[src/rtl/blakley_modexp_ctrl.sv]
// Left-to-right square-and-multiply sequencer driving an external Blakley modular
// multiplier through a start/done handshake; owns operand latching, bit scan and errors.
module blakley_modexp_ctrl #(
    parameter int unsigned WIDTH     = 5,
    parameter int unsigned EXP_WIDTH = 5
) (
    input  logic                 clk,
    input  logic                 reset_l,
    input  logic                 start,
    input  logic [WIDTH-1:0]     base,
    input  logic [EXP_WIDTH-1:0] exponent,
    input  logic [WIDTH-1:0]     modulus,
    output logic                 busy,
    output logic                 done,
    output logic                 err,
    output logic [WIDTH-1:0]     result,
    output logic                 mul_start,
    output logic [WIDTH-1:0]     mul_a,
    output logic [WIDTH-1:0]     mul_b,
    output logic [WIDTH-1:0]     mul_n,
    input  logic                 mul_done,
    input  logic [WIDTH-1:0]     mul_result,
    output logic [7:0]           mul_count
);

    localparam int unsigned IdxW = (EXP_WIDTH > 1) ? $clog2(EXP_WIDTH) : 1;

    typedef enum logic [2:0] {
        StIdle, StLoad, StSqReq, StSqWait, StMulReq, StMulWait, StDone
    } state_e;

    state_e               state_q, state_d;
    logic [WIDTH-1:0]     base_q, base_d, mod_q, mod_d, acc_q, acc_d;
    logic [WIDTH-1:0]     result_q, result_d, mul_a_q, mul_a_d, mul_b_q, mul_b_d;
    logic [WIDTH-1:0]     mul_n_q, mul_n_d;
    logic [EXP_WIDTH-1:0] exp_q, exp_d;
    logic [IdxW-1:0]      idx_q, idx_d, msb;
    logic [7:0]           cnt_q, cnt_d;
    logic                 err_q, err_d;

    always_comb begin
        msb = '0;
        for (int i = 0; i < EXP_WIDTH; i++) begin
            if (exp_q[i]) msb = IdxW'(i);
        end
    end

    always_comb begin
        state_d  = state_q;
        base_d   = base_q;
        mod_d    = mod_q;
        exp_d    = exp_q;
        acc_d    = acc_q;
        idx_d    = idx_q;
        result_d = result_q;
        err_d    = err_q;
        cnt_d    = cnt_q;
        mul_a_d  = mul_a_q;
        mul_b_d  = mul_b_q;
        mul_n_d  = mul_n_q;

        unique case (state_q)
            StIdle: begin
                if (start) begin
                    base_d  = base;
                    exp_d   = exponent;
                    mod_d   = modulus;
                    cnt_d   = '0;
                    err_d   = 1'b0;
                    state_d = StLoad;
                end
            end
            StLoad: begin
                if (mod_q < WIDTH'(2) || base_q >= mod_q) begin
                    err_d    = 1'b1;
                    result_d = '0;
                    state_d  = StDone;
                end else if (exp_q == '0) begin
                    acc_d    = WIDTH'(1);
                    result_d = WIDTH'(1);
                    state_d  = StDone;
                end else begin
                    acc_d = base_q;
                    if (msb == '0) begin
                        result_d = base_q;
                        state_d  = StDone;
                    end else begin
                        idx_d   = msb - IdxW'(1);
                        state_d = StSqReq;
                    end
                end
            end
            StSqReq, StMulReq: begin
                if (cnt_q != 8'hFF) cnt_d = cnt_q + 8'd1;
                state_d = (state_q == StSqReq) ? StSqWait : StMulWait;
            end
            StSqWait, StMulWait: begin
                if (mul_done) begin
                    acc_d = mul_result;
                    if (state_q == StSqWait && exp_q[idx_q]) begin
                        state_d = StMulReq;
                    end else if (idx_q == '0) begin
                        result_d = mul_result;
                        state_d  = StDone;
                    end else begin
                        idx_d   = idx_q - IdxW'(1);
                        state_d = StSqReq;
                    end
                end
            end
            StDone:  state_d = StIdle;
            default: state_d = StIdle;
        endcase

        // Operands are registered on entry to a request state so they are valid with
        // mul_start and stay frozen for the whole wait.
        if (state_d == StSqReq && state_q != StSqReq) begin
            mul_a_d = acc_d;
            mul_b_d = acc_d;
            mul_n_d = mod_q;
        end else if (state_d == StMulReq && state_q != StMulReq) begin
            mul_a_d = acc_d;
            mul_b_d = base_q;
            mul_n_d = mod_q;
        end
    end

    always_ff @(posedge clk or negedge reset_l) begin
        if (!reset_l) begin
            state_q  <= StIdle;
            base_q   <= '0;
            mod_q    <= '0;
            exp_q    <= '0;
            acc_q    <= '0;
            idx_q    <= '0;
            result_q <= '0;
            err_q    <= 1'b0;
            cnt_q    <= '0;
            mul_a_q  <= '0;
            mul_b_q  <= '0;
            mul_n_q  <= '0;
        end else begin
            state_q  <= state_d;
            base_q   <= base_d;
            mod_q    <= mod_d;
            exp_q    <= exp_d;
            acc_q    <= acc_d;
            idx_q    <= idx_d;
            result_q <= result_d;
            err_q    <= err_d;
            cnt_q    <= cnt_d;
            mul_a_q  <= mul_a_d;
            mul_b_q  <= mul_b_d;
            mul_n_q  <= mul_n_d;
        end
    end

    always_comb begin
        busy      = (state_q != StIdle) && (state_q != StDone);
        done      = (state_q == StDone);
        mul_start = (state_q == StSqReq) || (state_q == StMulReq);
        err       = err_q;
        result    = result_q;
        mul_a     = mul_a_q;
        mul_b     = mul_b_q;
        mul_n     = mul_n_q;
        mul_count = cnt_q;
    end

endmodule

[config.mk]
export PLATFORM = sky130hd
export DESIGN_NAME = blakley_modexp_ctrl
export DESIGN_NICKNAME = d
export VERILOG_FILES = /design/src/rtl/blakley_modexp_ctrl.sv
export SDC_FILE = /design/constraint.sdc
export NUM_CORES = 1
export LEC_CHECK = 0
export CAP_MARGIN = 20
export CORE_ASPECT_RATIO = 0.7
export CORE_UTILIZATION = 47
export DETAILED_ROUTE_END_ITERATION = 12
export GPL_TIMING_DRIVEN = 0
export PLACE_DENSITY = 0.88
export SYNTH_ARGS = -nofsm -noshare
export SYNTH_HDL_FRONTEND = slang
export SYNTH_SLANG_ARGS = --single-unit
[constraint.sdc]
create_clock -name clk -period 2.37 [get_ports clk]
set_input_delay 0.474 -clock clk [delete_from_list [all_inputs] [get_ports clk]]
set_output_delay 0.474 -clock clk [all_outputs]
set_load 0.02 [all_outputs]
==> results.toml <==
[sta]
worst_slew_pin_slew_ps = 741
final_max_slew_viol_count = 0
slew_headroom = 0.506
worst_slack_ps = -106
tns_ps = -1680
hold_ws_ps = 225
finalSetupViolations = 23
fmax_mhz = 404
final_hold_viol_count = 0
min_period_ps = 2480
post-route-period-util = 1.04
rsz0062_at_grt = "true"
skew_ps = 8.81

[job]
cap_viol_max_count = 0

[critical_path]
crit_path_start_kind = "flip-flop"
r2r_cells = 10
end_kind = "flip-flop"
rrSetupSlack_ps = -110
crit_type = "flip-flop to flip-flop"
timing.rr.end = "mul_n[4]$_DFFE_PN0P_"
worst-endpoint-arrival_ps = 2670
required_ps = 2560
rr_startpoint = "base_q[0]$_DFFE_PN0P_"
worstPathMaxFanout = 5

[layout]
antennaDiodeCount = 0
stdcell_area_mm2 = 0.00391
drive_above_1_share = 0.247
nets = 390
area_growth_pct = 37.8

[placement]
portBuffers = 55
placed_area_mm2 = 0.00353
pre_cts_slack_ps = -326
routabilityCongestion = 0.921
place_hpwl_mm = 5.05

[run_status]
status = "finished with violations"
violations = "negative setup slack"

[clock_network]
clock-sinks = 53
cts-buffers-inserted = 5
htreeDepth = 2
cts_hold_buf = 0
clk_pin_slew_ps = 90
clockRootBuffer = "clkbuf_8"
insertion_delay_ps = 300
cts_buffer_depth = 2
cts_tree = "built"

[grt]
grt_pass1_vias = 2333
antenna_found_initial = 0
grt_max_degree = 31
grt_pass1_wl_mm = 11.3
grt_usage = 0.238
globalRouteOverflowTotal = 0

[floorplan]
floorplan.rows = 23
dieArea_mm2 = 0.00636
die_w_um = 94.9
ios = 56
die_h_um = 67.0
start_util = 0.491
fp.coreArea_mm2 = 0.00578

[drt]
via_per_inst = 5.80
drt_iter0_markers = 269
avgRoutedWirePerCell_um = 18.4
drc = 0
drtAntennaViolNets = 0
vias = 2523
drt_pass1_iterations = 5
routed_wirelength_mm = 7.99

[power_and_ir_drop]
seqPwrFrac = 0.285
p_int_mw = 3.53
p_total_mw = 6.18
clockPowerShare = 0.081
net-switching-power_mw = 2.65
peakVddDrop_v = 0.000850
leakage_nw = 1.69
swShare = 0.429
pwr-share-comb = 0.634
power_density_mw_per_mm2 = 1580

[synthesis]
synth_seq_cells = 53
synth_nets = 307
yosys_warnings = 0
yosysSeqAreaShare = 0.467
synthCells = 276
ys_types = 44
syn_area_mm2 = 0.00284
avgSynthCellArea_um2 = 10.3

[min_path]
hold_class = "input pin to asynchronous set/reset pin"
-- cells by family (layout without fill, tap and decap cells) --
family,Yosys count,after routing,synth area share
compound gates,58,58,0.143
buf+inv,22,106,0.0396
simple gates,92,92,0.153
mux,40,40,0.154
xor+xnor,4,4,0.0123
flops,53,53,0.467
fa+ha+maj,7,7,0.0308
-- Yosys cell counts --
cell type | n | area (um^2)
a2111oi_0 | 1 | 8.76
a211o_1 | 1 | 8.76
a211oi_2 | 1 | 12.5
a21o_1 | 1 | 7.51
a21oi_1 | 12 | 60.1
a22o_1 | 6 | 52.6
a22oi_1 | 1 | 7.51
a311oi_4 | 1 | 26.3
a31oi_4 | 1 | 21.3
a32o_1 | 1 | 10.0
a32oi_1 | 1 | 8.76
and2_1 | 1 | 6.26
and4b_1 | 1 | 10.0
buf_4 | 2 | 15.0
buf_6 | 3 | 33.8
clkbuf_1 | 4 | 15.0
dfrtp_1 | 53 | 1330
ha_1 | 7 | 87.6
inv_1 | 13 | 48.8
mux2_2 | 30 | 338
mux2i_1 | 10 | 100
nand2_1 | 32 | 120
nand2b_1 | 7 | 43.8
nand3_1 | 8 | 40.0
nand3_2 | 1 | 10.0
nand3b_1 | 2 | 15.0
nand4_1 | 1 | 6.26
nor2_1 | 23 | 86.3
nor2b_1 | 3 | 18.8
nor3_1 | 7 | 35.0
nor4_1 | 2 | 12.5
o2111a_1 | 1 | 11.3
o2111ai_1 | 1 | 8.76
o211a_1 | 1 | 10.0
o211ai_1 | 1 | 7.51
o21a_1 | 1 | 7.51
o21ai_0 | 21 | 105
o21ai_1 | 3 | 15.0
o31a_1 | 1 | 8.76
o32ai_1 | 1 | 8.76
or2_2 | 1 | 6.26
or3_1 | 2 | 12.5
or3_4 | 1 | 11.3
xnor2_1 | 4 | 35.0
-- critical path, stage by stage (launching register included) --
cell and delay (ps):
dfrtp_1 410, inv_2 100, ha_4 200, nand2b_4 150, a2111oi_4 430, o21ai_2 150, a211oi_2 260, buf_4 170
a31oi_4 50, clkbuf_16 180, mux2_2 270
-- flip-flops by register name (all words and copies together), names as in the netlist --
name,cells
state_q,3
mul_b,5
exp_q,5
result,5
mul_n,5
mod_q,5
acc_q,3
mul_a,5
mul_count,8
base_q,5
err,1
idx_q,3
-- power groups by stage --
stage               logic (mW)  clock network (mW)  registers [mW]
floorplan                 1.85                   0            1.90
global placement          2.94                   0            1.71
detailed placement        3.05                   0            1.74
CTS                       3.40               0.500            1.72
global route              4.16               0.541            1.81
finish                    3.92               0.498            1.76
-- layout make-up --
cell class | instances | area, um^2
clock inverters | 1 | 7.51
inverters | 13 | 48.8
clock buffers | 7 | 76.3
repair buffers | 76 | 757
plain buffers | 9 | 70.1
well taps | 75 | 93.8
multi-input cells | 201 | 1530
flip-flops and latches | 53 | 1330
fillers | 403 | 1870
-- per-stage QoR --
stage / util / std cells
global route: 0.676 / 435
detailed placement: 0.610 / 407
finish: 0.676 / 435
CTS: 0.644 / 425
floorplan: - / 276
global placement: 0.606 / 406
-- metal layers --
| metal | part of all wire | GRT usage | wire [um] |
|---|---|---|---|
| met1 | 0.43 | 0.321 | 3400 |
| met2 | 0.49 | 0.382 | 3890 |
| met3 | 0.072 | 0.0502 | 579 |
| met4 | 0.015 | 0.0795 | 123 |
| met5 | 0 | 0 | 0 |
-- cells in the final DEF (no fill, tap or decap), drive strengths merged, types with 2 or more instances in the layout --
cell type	instances
dfrtp	53
clkdlybuf4s50	51
nand2	32
mux2	30
buf	25
o21ai	24
nor2	23
inv	13
clkbuf	13
a21oi	12
mux2i	10
nand3	9
nor3	7
ha	7
nand2b	7
a22o	6
xnor2	4
dlygate4sd2	3
nor2b	3
or3	3
nand3b	2
nor4	2
-- how the worst max path moves through the flow --
stage | start | endpoint | cells after the start
floorplan | base_q[0]$_DFFE_PN0P_ | idx_q[2]$_DFFE_PN0P_ | 9
global placement | reset_l | mul_a[3]$_DFFE_PN0P_ | 1
finish | base_q[0]$_DFFE_PN0P_ | mul_n[4]$_DFFE_PN0P_ | 10
global route | mod_q[0]$_DFFE_PN0P_ | mul_n[4]$_DFFE_PN0P_ | 9
detailed placement | start | exp_q[0]$_DFFE_PN0P_ | 5
CTS | base_q[0]$_DFFE_PN0P_ | result[4]$_DFFE_PN0P_ | 9
-- what timing repair did --
action | in CTS | in global routing
setup buffers | 9 | 9
pin swaps | 5 | 7
resized for setup | 12 | 23
setup endpoints to repair | 25 | 26
gates cloned | 1 | 1
Note: power is estimated with default switching activity, not from simulation.
